## config.mk

```make
export PLATFORM = sky130hd
export DESIGN_NAME = mem_access_unit
export DESIGN_NICKNAME = d
export VERILOG_FILES = /design/src/rtl/mem_access_unit_pkg.sv /design/src/rtl/mem_access_unit_load_extract.sv /design/src/rtl/mem_access_unit.sv
export SDC_FILE = /design/constraint.sdc
export NUM_CORES = 1
export LEC_CHECK = 0
export ABC_AREA = 1
export CAP_MARGIN = 40
export CORE_MARGIN = 2
export CORE_UTILIZATION = 42
export DETAILED_ROUTE_END_ITERATION = 10
export PLACE_DENSITY_LB_ADDON = 0.2
export REMOVE_ABC_BUFFERS = 1
export SLEW_MARGIN = 20
export SYNTH_ARGS = -nofsm -noshare
export SYNTH_HDL_FRONTEND = slang
export SYNTH_SLANG_ARGS = --single-unit
```

## constraint.sdc

```tcl
create_clock -name clk_i -period 2 [get_ports clk_i]
set_input_delay 0.4 -clock clk_i [delete_from_list [all_inputs] [get_ports clk_i]]
set_output_delay 0.4 -clock clk_i [all_outputs]
set_load 0.05 [all_outputs]
```

## src/rtl/mem_access_unit_pkg.sv

```systemverilog
// Shared types and helpers for the data-port memory access unit.
// Holds funct3 codes, FSM state encoding, response error codes and request decode.
package mem_access_unit_pkg;

   typedef enum logic [1:0] {
      StIdle,
      StRdAddr,
      StRdData,
      StWrite
   } state_e;

   typedef enum logic [1:0] {
      ErrNone     = 2'b00,
      ErrMisalign = 2'b01,
      ErrFunct3   = 2'b10,
      ErrTimeout  = 2'b11
   } resp_err_e;

   localparam logic [2:0] F3Byte  = 3'b000;
   localparam logic [2:0] F3Half  = 3'b001;
   localparam logic [2:0] F3Word  = 3'b010;
   localparam logic [2:0] F3ByteU = 3'b100;
   localparam logic [2:0] F3HalfU = 3'b101;

   // Illegal funct3 is reported ahead of misalignment.
   function automatic resp_err_e check_req(input logic       wen,
                                           input logic [2:0] funct3,
                                           input logic [1:0] offset);
      logic legal;
      if (wen) begin
         legal = (funct3 == F3Byte) || (funct3 == F3Half) || (funct3 == F3Word);
      end else begin
         legal = (funct3 == F3Byte) || (funct3 == F3Half) || (funct3 == F3Word) ||
                 (funct3 == F3ByteU) || (funct3 == F3HalfU);
      end
      if (!legal) begin
         return ErrFunct3;
      end else if (((funct3[1:0] == 2'b10) && (offset != 2'b00)) ||
                   ((funct3[1:0] == 2'b01) && offset[0])) begin
         return ErrMisalign;
      end
      return ErrNone;
   endfunction

   function automatic logic [31:0] store_mask(input logic [2:0] funct3,
                                              input logic [1:0] offset);
      logic [31:0] mask;
      unique case (funct3[1:0])
         2'b00:   mask = 32'h0000_00FF << {offset, 3'b000};
         2'b01:   mask = 32'h0000_FFFF << {offset, 3'b000};
         default: mask = 32'hFFFF_FFFF;
      endcase
      return mask;
   endfunction

endpackage

```

## src/rtl/mem_access_unit_load_extract.sv

```systemverilog
// Selects the addressed byte/halfword of a memory word and sign- or zero-extends it.
// Purely combinational; offset and funct3 come from the latched request.
module mem_access_unit_load_extract
   import mem_access_unit_pkg::*;
(
   input  logic [31:0] rdata_i,
   input  logic [1:0]  offset_i,
   input  logic [2:0]  funct3_i,
   output logic [31:0] result_o
);

   logic [31:0] shifted;
   logic [7:0]  byte_sel;
   logic [15:0] half_sel;

   always_comb begin
      shifted  = rdata_i >> {offset_i, 3'b000};
      byte_sel = shifted[7:0];
      half_sel = offset_i[1] ? rdata_i[31:16] : rdata_i[15:0];
      unique case (funct3_i)
         F3Byte:  result_o = {{24{byte_sel[7]}}, byte_sel};
         F3ByteU: result_o = {24'h0, byte_sel};
         F3Half:  result_o = {{16{half_sel[15]}}, half_sel};
         F3HalfU: result_o = {16'h0, half_sel};
         default: result_o = rdata_i;
      endcase
   end

endmodule

```

## src/rtl/mem_access_unit.sv

```systemverilog
// CPU-side load/store initiator for the unified memory data port.
// Issues one access per request and returns an extended load result or store completion.
module mem_access_unit
   import mem_access_unit_pkg::*;
#(
   parameter int unsigned WordLen       = 32,
   parameter int unsigned TimeoutCycles = 15
) (
   input  logic               clk_i,
   input  logic               rst_i,
   input  logic               req_valid_i,
   output logic               req_ready_o,
   input  logic               req_wen_i,
   input  logic [2:0]         req_funct3_i,
   input  logic [WordLen-1:0] req_addr_i,
   input  logic [WordLen-1:0] req_wdata_i,
   output logic               resp_valid_o,
   output logic [WordLen-1:0] resp_rdata_o,
   output logic [1:0]         resp_err_o,
   output logic [WordLen-1:0] mem_d_addr_o,
   output logic               mem_wen_o,
   output logic [WordLen-1:0] mem_wmask_o,
   output logic [WordLen-1:0] mem_wdata_o,
   input  logic [WordLen-1:0] mem_rdata_i,
   input  logic               mem_data_ready_i
);

   localparam int unsigned CntW = (TimeoutCycles > 1) ? $clog2(TimeoutCycles) : 1;

   state_e            state_q, state_d;
   logic [2:0]        funct3_q, funct3_d;
   logic [1:0]        off_q, off_d;
   logic [WordLen-1:0] d_addr_q, d_addr_d;
   logic [WordLen-1:0] wmask_q, wmask_d;
   logic [WordLen-1:0] wdata_q, wdata_d;
   logic [CntW-1:0]   cnt_q, cnt_d;
   logic              resp_valid_q, resp_valid_d;
   logic [WordLen-1:0] resp_rdata_q, resp_rdata_d;
   resp_err_e         resp_err_q, resp_err_d;

   logic              accept;
   resp_err_e         req_err;
   logic              timeout_hit;
   logic [31:0]       load_result;
   logic [WordLen-1:0] new_mask;

   mem_access_unit_load_extract u_load_extract (
      .rdata_i  (mem_rdata_i),
      .offset_i (off_q),
      .funct3_i (funct3_q),
      .result_o (load_result)
   );

   always_comb begin
      accept      = req_valid_i && (state_q == StIdle);
      req_err     = check_req(req_wen_i, req_funct3_i, req_addr_i[1:0]);
      new_mask    = store_mask(req_funct3_i, req_addr_i[1:0]);
      // A zero limit disables the write timeout entirely.
      timeout_hit = (TimeoutCycles != 0) && ((32'(cnt_q) + 32'd1) == TimeoutCycles);
   end

   // State register
   always_ff @(posedge clk_i) begin
      if (rst_i) begin
         state_q <= StIdle;
      end else begin
         state_q <= state_d;
      end
   end

   // Next-state logic
   always_comb begin
      state_d = state_q;
      unique case (state_q)
         StIdle: begin
            if (accept && (req_err == ErrNone)) begin
               state_d = req_wen_i ? StWrite : StRdAddr;
            end
         end
         StRdAddr: state_d = StRdData;
         StRdData: state_d = StIdle;
         StWrite: begin
            // Leave on the commit edge so wen never lasts a third cycle.
            if (mem_data_ready_i || timeout_hit) begin
               state_d = StIdle;
            end
         end
         default: state_d = StIdle;
      endcase
   end

   // Output logic
   always_comb begin
      req_ready_o  = (state_q == StIdle);
      mem_wen_o    = (state_q == StWrite);
      mem_d_addr_o = d_addr_q;
      mem_wmask_o  = wmask_q;
      mem_wdata_o  = wdata_q;
      resp_valid_o = resp_valid_q;
      resp_rdata_o = resp_rdata_q;
      resp_err_o   = resp_err_q;
   end

   // Request latch, store lane generation, timeout counter and response
   always_comb begin
      funct3_d     = funct3_q;
      off_d        = off_q;
      d_addr_d     = d_addr_q;
      wmask_d      = wmask_q;
      wdata_d      = wdata_q;
      cnt_d        = cnt_q;
      resp_valid_d = 1'b0;
      resp_rdata_d = '0;
      resp_err_d   = ErrNone;
      unique case (state_q)
         StIdle: begin
            if (accept) begin
               funct3_d = req_funct3_i;
               off_d    = req_addr_i[1:0];
               if (req_err != ErrNone) begin
                  resp_valid_d = 1'b1;
                  resp_err_d   = req_err;
               end else begin
                  d_addr_d = {req_addr_i[WordLen-1:2], 2'b00};
                  cnt_d    = '0;
                  if (req_wen_i) begin
                     wmask_d = new_mask;
                     wdata_d = (req_wdata_i << {req_addr_i[1:0], 3'b000}) & new_mask;
                  end
               end
            end
         end
         StRdAddr: ;
         StRdData: begin
            resp_valid_d = 1'b1;
            resp_rdata_d = load_result;
         end
         StWrite: begin
            if (mem_data_ready_i) begin
               resp_valid_d = 1'b1;
            end else if (timeout_hit) begin
               resp_valid_d = 1'b1;
               resp_err_d   = ErrTimeout;
            end else begin
               cnt_d = cnt_q + CntW'(1);
            end
         end
         default: ;
      endcase
   end

   always_ff @(posedge clk_i) begin
      if (rst_i) begin
         funct3_q     <= '0;
         off_q        <= '0;
         d_addr_q     <= '0;
         wmask_q      <= '0;
         wdata_q      <= '0;
         cnt_q        <= '0;
         resp_valid_q <= 1'b0;
         resp_rdata_q <= '0;
         resp_err_q   <= ErrNone;
      end else begin
         funct3_q     <= funct3_d;
         off_q        <= off_d;
         d_addr_q     <= d_addr_d;
         wmask_q      <= wmask_d;
         wdata_q      <= wdata_d;
         cnt_q        <= cnt_d;
         resp_valid_q <= resp_valid_d;
         resp_rdata_q <= resp_rdata_d;
         resp_err_q   <= resp_err_d;
      end
   end

endmodule

```

==> results of run 1 <==
[sequential cells by signal (all words and copies together), names as in the netlist]
name,flops
off_q,2
mem_wmask_o,4
funct3_q,3
resp_err_o,2
state_q,2
resp_valid_o,1
mem_d_addr_o,30
mem_wdata_o,32
cnt_q,4
resp_rdata_o,32
[power by group through the flow]
| stage | sequential [mW] | clock, mW | combinational, mW |
|---|---|---|---|
| 4_1_cts | 2.51 | 1.96 | 2.39 |
| 2_1_floorplan | 3.24 | 0 | 0.733 |
| 6_report | 2.51 | 1.94 | 2.39 |
| 5_1_grt | 2.53 | 2.06 | 2.57 |
| 3_3_place_gp | 2.56 | 0 | 2.36 |
| 3_5_place_dp | 2.56 | 0 | 2.37 |
[synth_stat cells, types with 3 or more instances]
master | count | area share (%)
dfxtp_1 | 112 | 43
ha_1 | 6 | 1.4
a221oi_1 | 3 | 0.50
o22ai_1 | 7 | 0.84
a21oi_1 | 64 | 6.1
o21a_1 | 3 | 0.43
nand4_1 | 8 | 0.96
inv_1 | 65 | 4.7
buf_2 | 10 | 0.96
nand2_1 | 172 | 12
buf_4 | 35 | 5.0
clkbuf_1 | 22 | 1.6
o21ai_0 | 77 | 7.4
nand2_2 | 3 | 0.36
a22oi_1 | 8 | 1.1
nand3_1 | 28 | 2.7
nor2_1 | 92 | 6.6
nor2_4 | 4 | 0.86
[cells in the final DEF, fill, tap and decap left out, types with 3 or more instances in the layout]
master	n
buf_12	5
dfxtp_1	112
a221oi_1	3
a22oi_1	8
nand2_2	3
o21ai_0	77
o22ai_1	7
buf_4	68
nand3_1	28
nand4_1	8
clkdlybuf4s50_1	197
clkbuf_16	9
ha_1	6
nand2_1	172
clkbuf_8	3
nor2_4	4
a21oi_1	64
nor2_1	92
o21a_1	3
inv_1	65
[per-stage QoR]
stage,util [%],hold slack [ns]
floorplan,-,0.4480
global placement,62.88,0.4513
detailed placement,62.88,0.4534
CTS,65.57,0.4646
global route,65.57,0.4820
finish,65.57,0.4637
[worst paths after layout]
| check | start | to | slack, ns | cells past startpoint |
|---|---|---|---|---|
| worst max-delay path | mem_wdata_o[24] | mem_wdata_o[24] | 0.07 | 1 |
| worst min-delay path | mem_wdata_o[14] | mem_wdata_o[14] | 0.46 | 2 |
| worst max register to register | state_q[1] | cnt_q[1] | 0.34 | 9 |
| worst min register to register | mem_wdata_o[14] | mem_wdata_o[14] | 0.46 | 2 |
[routing by layer]
metal / up-vias / share of wire [%] / global-route usage (%)
li1: 2777 / - / -
met1: 2477 / 43 / 27.90
met2: 223 / 47 / 38.87
met3: 29 / 7.6 / 4.289
met4: 0 / 2.6 / 9.286
met5: - / 0 / 0
[final cells by class]
cell class	instances	area, µm²
well taps	168	210.2
clock inverters	4	58.81
inverters	69	260.3
multi-input cells	492	2321
repair buffers	270	2582
clock buffers	12	266.5
fillers	1090	4170
flip-flops and latches	112	2242
[cells by family (layout without fill, tap and decap cells)]
group / Yosys count / count (layout) / synth area share (%)
AOI/OAI and AO/OA: 171 / 171 / 18.06
adders and majority gates: 6 / 6 / 1.433
buffers and inverters: 138 / 355 / 12.95
DFF: 112 / 112 / 42.81
other: 1 / 2 / 0.07160
and+or+nand+nor: 313 / 313 / 24.68
==> flow_summary.json, run 1 <==
{
  "pre_cts_ws_ns": -0.1388,
  "combPwrFrac_pct": 34.9,
  "netlist_area_um2": 5238,
  "clockBufferDepth": 2,
  "crit_type": "reg -> out",
  "synth_edf_count": 0,
  "dpl.hpwl_um": 11400,
  "htreeDepth": 3,
  "worstPathCellList": "clkdlybuf4s50_1",
  "p_int_mw": 4.367,
  "ys_warn_count": 0,
  "p_per_area_nw_per_um2": 859.9,
  "row_count": 40,
  "dp_cells": 1111,
  "layout-drive-gt1-share_pct": 10.95,
  "fin_nets": 1064,
  "synth_cell_types": 35,
  "cts_setup_buffers": 0,
  "maxCapViolCount": 0,
  "cts_resized": 0,
  "routed_wl_um": 15480,
  "cts_hold_buffers": 0,
  "hold_viol_final": 0,
  "wire_per_inst_um": 13.74,
  "vias_per_cell": 4.886,
  "swShare_pct": 36.06,
  "cts-root-buf": "clkbuf_16",
  "startpoint_type": "flop",
  "p_switching_mw": 2.462,
  "antenna_left": 0,
  "die_width_um": 115.7,
  "p_total_mw": 6.829,
  "finalSetupTns_ns": 0,
  "antenna_cells": 0,
  "cpPeakStageDelay_ns": 0.81,
  "clock_skew_ns": 0.009433,
  "rsz0062_at_grt": "false",
  "insertion_delay_ns": 0.35,
  "cp_slowest_cell": "clkdlybuf4s50_1",
  "place_congestion": 0.9022,
  "drv_slew": 0,
  "cp.arrival_ns": 1.53,
  "peakVddDrop_v": 0.0004536,
  "cts_buffers": 9,
  "cp-end-kind": "output pin",
  "setup_ws_ns": 0.07164,
  "clk_pin_slew_worst_paths_ns": 0.07,
  "syn_area_per_cell_um2": 7.068,
  "overflow": 0,
  "ys_ff_latch": 112,
  "crit_buf_inv": 1,
  "die_y_um": 115.7,
  "drc": 0,
  "grt_pass1_vias": 4980,
  "io_buffers": 234,
  "power.static_leakage_nw": 3.329,
  "stdcell_count": 1127,
  "synthArstFlopShare_pct": 0,
  "worstHoldPathType": "reg -> reg",
  "coreArea_um2": 12110,
  "synthFlopType": "dfxtp_1",
  "cp.required_ns": 1.60,
  "area_growth_pct": 51.62,
  "dr.pass1.iters": 7,
  "path_max_fanout": 2,
  "p_clk_share_pct": 28.4,
  "yosysSeqAreaShare_pct": 42.81,
  "ios": 237,
  "fin_crit_sh_pct": 96.42,
  "grt_max_degree": 40,
  "power_frac_seq_pct": 36.7,
  "fin_crit_ns": 1.928,
  "num_vias": 5506,
  "cts.sinks": 112,
  "setup_viol": 0,
  "dr.first_iter.drc_count": 452,
  "grt_pass1_wl_um": 24260,
  "outcome": "finished clean",
  "synthCells": 741,
  "worst_pin_slew_ns": 0.5725,
  "grt_usage_pct": 22.61,
  "start_util_pct": 43.24,
  "stdcell_area_um2": 7941,
  "antenna_found_initial": 0,
  "critPathTopFamily": "buffers and inverters",
  "placed_area_um2": 7616,
  "maxClockFrequency_mhz": 518.6,
  "max_slew_margin_pct": 61.69,
  "die_area_um2": 13380,
  "cts_tree": "built"
}
(Power assumes the default switching activity.)
==> run 2: changes to the inputs <==
--- a/config.mk
+++ b/config.mk
@@ -9,6 +9,7 @@
 export CAP_MARGIN = 40
 export CORE_MARGIN = 2
 export CORE_UTILIZATION = 42
+export CTS_BUF_LIST = sky130_fd_sc_hd__clkbuf_8 sky130_fd_sc_hd__clkbuf_16
 export DETAILED_ROUTE_END_ITERATION = 10
 export PLACE_DENSITY_LB_ADDON = 0.2
 export REMOVE_ABC_BUFFERS = 1
==> results of run 2 <==
No change in the layout: final DEF, timing and power equal those of run 1.
